===== src/rtl/gf180mcu_fd_sc_mcu9t5v0__clkmon_pkg.sv =====
// Shared types and helpers for the buffered-clock-net monitor.
package gf180mcu_fd_sc_mcu9t5v0__clkmon_pkg;

  typedef enum logic [1:0] {
    IDLE = 2'd0,
    ARM  = 2'd1,
    RUN  = 2'd2
  } state_t;

  // Increment by one when inc is set, never past max_val.
  function automatic logic [31:0] sat_inc(input logic [31:0] val,
                                          input logic        inc,
                                          input logic [31:0] max_val);
    if (inc && (val < max_val)) return val + 32'd1;
    return val;
  endfunction

endpackage


===== src/rtl/gf180mcu_fd_sc_mcu9t5v0__clkmon_sync.sv =====
// Synchroniser for the monitored net plus a registered rising-edge detector.
module gf180mcu_fd_sc_mcu9t5v0__clkmon_sync #(
  parameter int SYNC_STAGES = 2
) (
  input  logic CLK,
  input  logic RN,
  input  logic I,
  output logic e
);

  logic [SYNC_STAGES-1:0] sync_q;
  logic                   s_prev;
  logic                   s_sync;

  assign s_sync = sync_q[SYNC_STAGES-1];

  // Runs regardless of EN so the chain is already settled when a window starts.
  always_ff @(posedge CLK or negedge RN) begin
    if (!RN) begin
      sync_q <= '0;
      s_prev <= 1'b0;
      e      <= 1'b0;
    end else begin
      sync_q <= {sync_q[SYNC_STAGES-2:0], I};
      s_prev <= s_sync;
      e      <= s_sync & ~s_prev;
    end
  end

endmodule


===== src/rtl/gf180mcu_fd_sc_mcu9t5v0__clkmon.sv =====
// Clock-net monitor: counts rising edges of I per WINDOW cycles of CLK and flags slow/fast.
// state | meaning
// IDLE  | stopped, counters held at zero
// ARM   | one cycle letting the edge detector prime, nothing counted
// RUN   | counting; window end publishes CNT/LO/HI and pulses VLD
module gf180mcu_fd_sc_mcu9t5v0__clkmon
  import gf180mcu_fd_sc_mcu9t5v0__clkmon_pkg::*;
#(
  parameter int WINDOW      = 64,
  parameter int WIN_W       = 8,
  parameter int CNT_W       = 6,
  parameter int MIN_EDGES   = 4,
  parameter int MAX_EDGES   = 24,
  parameter int SYNC_STAGES = 2
) (
  input  logic             CLK,
  input  logic             RN,
  input  logic             EN,
  input  logic             I,
  output logic [CNT_W-1:0] CNT,
  output logic             VLD,
  output logic             LO,
  output logic             HI,
  output logic             BUSY
);

  localparam logic [WIN_W-1:0] WIN_LAST = WIN_W'(WINDOW - 1);
  localparam logic [31:0]      CNT_MAX  = 32'((64'd1 << CNT_W) - 64'd1);
  localparam logic [31:0]      MIN_L    = 32'(MIN_EDGES);
  localparam logic [31:0]      MAX_L    = 32'(MAX_EDGES);

  state_t           state, state_n;
  logic [WIN_W-1:0] win, win_n;
  logic [CNT_W-1:0] edge_cnt, edge_cnt_n;
  logic [CNT_W-1:0] cnt_n, total;
  logic             vld_n, lo_n, hi_n;
  logic             e;

  gf180mcu_fd_sc_mcu9t5v0__clkmon_sync #(.SYNC_STAGES(SYNC_STAGES)) u_sync (
    .CLK (CLK),
    .RN  (RN),
    .I   (I),
    .e   (e)
  );

  always_ff @(posedge CLK or negedge RN) begin
    if (!RN) begin
      state    <= IDLE;
      win      <= '0;
      edge_cnt <= '0;
      CNT      <= '0;
      VLD      <= 1'b0;
      LO       <= 1'b0;
      HI       <= 1'b0;
    end else begin
      state    <= state_n;
      win      <= win_n;
      edge_cnt <= edge_cnt_n;
      CNT      <= cnt_n;
      VLD      <= vld_n;
      LO       <= lo_n;
      HI       <= hi_n;
    end
  end

  always_comb begin
    state_n    = state;
    win_n      = win;
    edge_cnt_n = edge_cnt;
    cnt_n      = CNT;
    lo_n       = LO;
    hi_n       = HI;
    vld_n      = 1'b0;
    total      = CNT_W'(sat_inc(32'(edge_cnt), e, CNT_MAX));
    unique case (state)
      IDLE: begin
        win_n      = '0;
        edge_cnt_n = '0;
        if (EN) state_n = ARM;
      end
      ARM: begin
        win_n      = '0;
        edge_cnt_n = '0;
        state_n    = EN ? RUN : IDLE;
      end
      RUN: begin
        // Dropping EN always wins, even on the window-end cycle.
        if (!EN) begin
          state_n    = IDLE;
          win_n      = '0;
          edge_cnt_n = '0;
        end else if (win == WIN_LAST) begin
          win_n      = '0;
          edge_cnt_n = '0;
          cnt_n      = total;
          lo_n       = (32'(total) < MIN_L);
          hi_n       = (32'(total) > MAX_L);
          vld_n      = 1'b1;
        end else begin
          win_n      = win + WIN_W'(1);
          edge_cnt_n = total;
        end
      end
      default: state_n = IDLE;
    endcase
  end

  assign BUSY = (state != IDLE);

endmodule

===== config.mk =====
export PLATFORM = sky130hd
export DESIGN_NAME = gf180mcu_fd_sc_mcu9t5v0__clkmon
export DESIGN_NICKNAME = d
export VERILOG_FILES = /design/src/rtl/gf180mcu_fd_sc_mcu9t5v0__clkmon_pkg.sv /design/src/rtl/gf180mcu_fd_sc_mcu9t5v0__clkmon_sync.sv /design/src/rtl/gf180mcu_fd_sc_mcu9t5v0__clkmon.sv
export SDC_FILE = /design/constraint.sdc
export NUM_CORES = 1
export LEC_CHECK = 0
export CORE_ASPECT_RATIO = 1.2
export CORE_MARGIN = 2
export CORE_UTILIZATION = 50
export CTS_CLUSTER_DIAMETER = 30
export CTS_CLUSTER_SIZE = 20
export DETAILED_ROUTE_END_ITERATION = 10
export GPL_TIMING_DRIVEN = 1
export PLACE_DENSITY = 0.74
export REMOVE_ABC_BUFFERS = 1
export SETUP_SLACK_MARGIN = 0.2
export SYNTH_ARGS = -nofsm -noshare
export SYNTH_HDL_FRONTEND = slang
export SYNTH_SLANG_ARGS = --single-unit
export TNS_END_PERCENT = 30

===== constraint.sdc =====
create_clock -name CLK -period 1.53 [get_ports CLK]
set_input_delay 0.2295 -clock CLK [delete_from_list [all_inputs] [get_ports CLK]]
set_output_delay 0.2295 -clock CLK [all_outputs]
set_load 0.05 [all_outputs]

### Word-level counts from Yosys, hierarchy flattened

Cells that the tools add are included.

* $add $sub $neg: 2
* multipliers: 0
* divide/modulo/power cells: 0
* magnitude comparators: 3
* equality and inequality tests: 5
* shift-type cells: 0
* multiplexer cells: 16
* bitwise operators: 2
* reduce and logical (&&, ||, !) cells: 7

Operators with widths (count)
* $mux W6: 4
* $mux W8: 2
* $pmux W8 S2: 1
* $pmux W6 S2: 1
* $add A8 B1 Y8 const B: 1
* $eq A8 B6 Y1 const B: 1
* $add A6 B1 Y6 const B: 1
* $gt A6 B5 Y1 const B: 1
* $lt A6 B3 Y1 const B: 1
* $lt A6 B6 Y1 const B: 1
* $mux W2: 3
* $pmux W2 S3: 1
* $mux W1: 4
* $ne A2 B2 Y1 const B: 2
* $reduce_bool A2 Y1: 2
* $reduce_and A3 Y1: 1
* $eq A2 B1 Y1 const B: 1
* $eq A2 B2 Y1 const B: 1
* $logic_not A2 Y1: 1
* $reduce_and A2 Y1: 1
* $reduce_or A2 Y1: 1
* $and A1 B1 Y1: 1
* $logic_and A1 B1 Y1: 1
* $not A1 Y1: 1

* flip-flop bits (word level): 29
* latch bits: 0
* RAM bits: 0
* ROM bits: 0
* output and inout bits: 10
* word-level logic and storage cells: 45
* memories: 0

### Longest topological paths before layout

* depth in word-level cells: 7
* mapped depth: 7

### By module

From an unflattened synthesis, not the netlist that was laid out.

* cells, all modules: 153
* area, all modules: 1531.5 um^2

By module, submodules not included
* gf180mcu_fd_sc_mcu9t5v0__clkmon: times used 1, cells each 148, area each 1417.6 um^2, seq. area each 625.6 um^2
* gf180mcu_fd_sc_mcu9t5v0__clkmon_sync: times used 1, cells each 5, area each 113.9 um^2, seq. area each 100.1 um^2

### Worst setup path after synthesis

OpenSTA, ideal clock, no wires.

* path kind: flip-flop to flip-flop
* from: reg win[0]
* to: reg LO
* setup time: 0.092 ns
* arrival: 1.444 ns
* required time: 1.438 ns
* path slack: -0.006 ns
* cell stages (with the launch flop): 8
* cells stage by stage: dfrtp_1 > ha_1 > and3_1 > buf_2 > nand3_1 > buf_2 > nand2_1 > o31ai_2

* cells in the longest elaborated chain, start to end: 2

RTL lines
* start: declaration: line gf180mcu_fd_sc_mcu9t5v0__clkmon.sv:33 `logic [WIN_W-1:0] win, win_n;`
* start signal: assignment: line gf180mcu_fd_sc_mcu9t5v0__clkmon.sv:57 `win <= win_n;`
* $eq A8 B6 Y1: line gf180mcu_fd_sc_mcu9t5v0__clkmon.sv:92 `end else if (win == WIN_LAST) begin`
* $reduce_and A3 Y1 (no line)
* end signal: assignment: line gf180mcu_fd_sc_mcu9t5v0__clkmon.sv:61 `LO <= lo_n;`
* end: declaration: line gf180mcu_fd_sc_mcu9t5v0__clkmon.sv:22 `output logic LO,`

Every way passes these cells.
A chain may end at the register's enable or synchronous reset.

### Worst setup path after layout

* from: reg win[1]
* to: reg win[3]

* cells in the longest elaborated chain, start to end: 4
* elaborated cells on any way between the ends: 5

RTL lines
* $add A8 B1 Y8 / $eq A8 B6 Y1 (equally long branches): line gf180mcu_fd_sc_mcu9t5v0__clkmon.sv:100, gf180mcu_fd_sc_mcu9t5v0__clkmon.sv:92
* $mux W8 (*): line gf180mcu_fd_sc_mcu9t5v0__clkmon.sv:92
* $mux W8 (*): line gf180mcu_fd_sc_mcu9t5v0__clkmon.sv:88 `if (!EN) begin`
* $pmux W8 S2 (*): line gf180mcu_fd_sc_mcu9t5v0__clkmon.sv:75 `unique case (state)`

Every way passes the cells marked *; elsewhere a longest branch is shown, timed or not.

==> flow_metrics.env <==
export IMPL_outcome="finished clean"
export IMPL_p_per_area_nw_per_um2=775
export IMPL_initial_core_util_pct=52.7
export IMPL_dp_hpwl_um=2240
export IMPL_ys_types=45
export IMPL_rr_startpoint="win[1]$_DFFE_PN0P_"
export IMPL_clk_pin_slew_ns=0.10
export IMPL_synth_edf_count=0
export IMPL_grtUsageTotal_pct=23.0
export IMPL_fmax_ghz=0.669
export IMPL_synthCells=149
export IMPL_dpl_cell_area_um2=1690
export IMPL_skew_ns=0.0119
export IMPL_required_ns=1.78
export IMPL_dieArea_um2=3390
export IMPL_finalNonFillerCells=219
export IMPL_postRouteAntennaNets=0
export IMPL_r2r_slack_ns=0.03
export IMPL_dr_pass1_iters=4
export IMPL_utilization_pct=69.8
export IMPL_core_um2=2790
export IMPL_io_buffers=13
export IMPL_routed_wirelength_um=3520
export IMPL_setup_slack_ns=0.0348
export IMPL_syn_area_um2=1470
export IMPL_wl_per_cell_um=16.1
export IMPL_dieHeight_um=63.4
export IMPL_rsz0062_at_grt="yes"
export IMPL_via_per_inst=5.80
export IMPL_crit_fanout=7
export IMPL_ys_flop_type="dfrtp_1"
export IMPL_num_rows=21
export IMPL_yosys_area_top_type="dfrtp_1"
export IMPL_synth_top_area_share_pct=49.4
export IMPL_pin_count=14
export IMPL_first_iter_violations=71
export IMPL_die_w_um=53.5
export IMPL_drive_gt1_share_pct=36.2
export IMPL_crit_path_start="win[1]$_DFFE_PN0P_"
export IMPL_area_growth_synth_to_final_pct=32.4
export IMPL_vias=1271
export IMPL_ys_seq_elements=29
export IMPL_finalCritPeriodShare_pct=97.7
export IMPL_max_slew_margin_pct=75.1
export IMPL_peakVddDrop_v=0.000795
export IMPL_netSwitchingFraction_pct=28.9
export IMPL_h_tree_depth=2
export IMPL_clkLatencyLatePin_ns=0.34
export IMPL_grt_remaining_overflow=0
export IMPL_p_comb_share_pct=16.6
export IMPL_worst_pin_slew_ns=0.373
export IMPL_r2r_end="win[3]$_DFFE_PN0P_"
export IMPL_total_leakage_power_nw=0.877
export IMPL_maxCapViolations=0
export IMPL_drc=0
export IMPL_p_sw_mw=0.436
export IMPL_nFillCells=218
export IMPL_yosys_warnings=0
export IMPL_grt_max_degree=30
export IMPL_fin_area_um2=1940
export IMPL_avgSynthCellArea_um2=9.86
export IMPL_worst_ep_arrival_time_ns=1.74
export IMPL_fin_crit_ns=1.50
export IMPL_cts_num_sinks=29
export IMPL_cts_root_buf="clkbuf_4"
export IMPL_p_int_mw=1.07
export IMPL_cts_tree="built"
export IMPL_dp_cells=203
export IMPL_power_total_mw=1.51
export IMPL_synth_area_top_cells="dfrtp_1, nand2_1, o21ai_1"
export IMPL_final_nets=190
export IMPL_crit_path_end_kind="register"
export IMPL_p_seq_share_pct=53.0
export IMPL_async_reset_ff_share_pct=100
export IMPL_fin_setup_tns_ns=0
export IMPL_finalHoldViolations=0
export IMPL_finalMaxSlewViolations=0
export IMPL_gp_routability_congestion=0.799
export IMPL_ys_seq_area_share_pct=49.4
export IMPL_whs_ns=0.267
export IMPL_final_setup_viol_count=0
export IMPL_grt_pass1_vias=1244
export IMPL_clockBufferDepth=2
export IMPL_pwr_share_clk_pct=30.3
export IMPL_grt_pass1_wl_um=5630
export IMPL_preCtsSetupSlack_ns=-0.107
export IMPL_antenna_found_initial=0
export IMPL_crit_end="win[3]$_DFFE_PN0P_"
export IMPL_cts_buffers=5
export IMPL_worst_r2r_cell_count=5
export IMPL_worstHoldPathType="primary input to asynchronous set/reset pin"
export IMPL_diodes=0
export IMPL_worstSetupPathType="register to register"
export IMPL_cp_start_kind="register"
[worst min path at each step]
stage                                    start                         end  depth (start not counted)
finish                                      RN     u_sync.s_prev$_DFF_PN0_                          2
global placement    u_sync.sync_q[0]$_DFF_PN0_  u_sync.sync_q[1]$_DFF_PN0_                          0
CTS                                         RN     edge_cnt[5]$_DFFE_PN0P_                          2
detailed placement  u_sync.sync_q[0]$_DFF_PN0_  u_sync.sync_q[1]$_DFF_PN0_                          0
global route                                RN     edge_cnt[4]$_DFFE_PN0P_                          2
floorplan                                   RN          CNT[0]$_DFFE_PN0P_                          0
[layer usage]
layer / global-route usage, % / up-vias / routed length [µm]
met5: 0 / - / 0
met2: 37.3 / 25 / 1870
li1: - / 612 / -
met4: 9.62 / 0 / 92
met3: 6.40 / 10 / 134
met1: 27.9 / 624 / 1430
[sequential cells by signal, indices dropped and copies added, names as in the netlist]
signal	count
win	8
state	2
edge_cnt	6
u_sync.sync_q	2
u_sync.e	1
CNT	6
u_sync.s_prev	1
LO	1
HI	1
VLD	1
[power by group through the flow]
stage / registers (mW) / logic [mW] / clock network [mW]
6_report: 0.799 / 0.251 / 0.457
5_1_grt: 0.804 / 0.272 / 0.497
3_3_place_gp: 0.818 / 0.180 / 0
3_5_place_dp: 0.820 / 0.185 / 0
2_1_floorplan: 0.820 / 0.108 / 0
4_1_cts: 0.798 / 0.214 / 0.472
[worst max-delay path, stage by stage (launching register included)]
cell     delay, ns
dfrtp_1       0.40
ha_2          0.20
and3_4        0.23
a31oi_4       0.24
a41oi_2       0.16
a31oi_1       0.19
[logic make-up (layout without fill, tap and decap cells)]
| logic type | Yosys count | in the layout | synth area share, % |
|---|---|---|---|
| AO/OA/AOI/OAI | 40 | 41 | 18.7 |
| XOR/XNOR | 2 | 2 | 1.19 |
| adder cells (fa/ha/maj) | 2 | 2 | 1.70 |
| buffers and inverters | 14 | 49 | 4.26 |
| flip-flops | 29 | 29 | 49.4 |
| multiplexers | 4 | 4 | 3.07 |
| AND/OR/NAND/NOR | 58 | 58 | 21.7 |
[cell usage in the layout (no fill, tap or decap), types with 2 or more instances in the layout]
cell type	count
a31oi_1	5
buf_4	26
o21ai_0	4
mux2i_1	3
dfrtp_1	28
nand4b_1	2
xnor2_1	2
nand4_1	3
buf_6	4
nand2_1	22
o21ai_2	3
nor2_1	6
and2_4	2
clkdlybuf4s50_1	3
clkinv_2	3
nand3_1	3
inv_1	6
nand2_2	2
o21ai_1	8
nor3_1	2
a21oi_1	5
o21bai_1	2
nand3_2	2
clkbuf_4	5
a41oi_2	2
[what timing repair did]
action / CTS / global route
setup endpoints to repair: 22 / 21
buffers inserted: 4 / 3
gates resized for setup: 13 / 19
pin swaps: 3 / 17
gates cloned: 0 / 1
hold buffers: 0 / 0
[cell usage after synthesis, types with 3 or more instances]
| cell | instances |
|---|---|
| a21oi_1 | 5 |
| mux2i_1 | 3 |
| nor3_1 | 3 |
| o21ai_0 | 5 |
| a41oi_1 | 3 |
| nand4_1 | 3 |
| nand3_1 | 5 |
| nand2_1 | 24 |
| inv_1 | 6 |
| dfrtp_1 | 29 |
| a31oi_1 | 5 |
| buf_2 | 5 |
| o21ai_1 | 10 |
| nor2_1 | 6 |
[layout make-up]
type	count	area [µm²]	area share, %
clock inverters	3	17.5	0.901
clock buffers	5	37.5	1.93
multi-input cells	107	807	41.5
well taps	34	42.5	2.19
flip-flops and latches	29	727	37.4
repair buffers	34	285	14.7
inverters	7	27.5	1.42
Note: power is estimated with default switching activity, not from simulation.
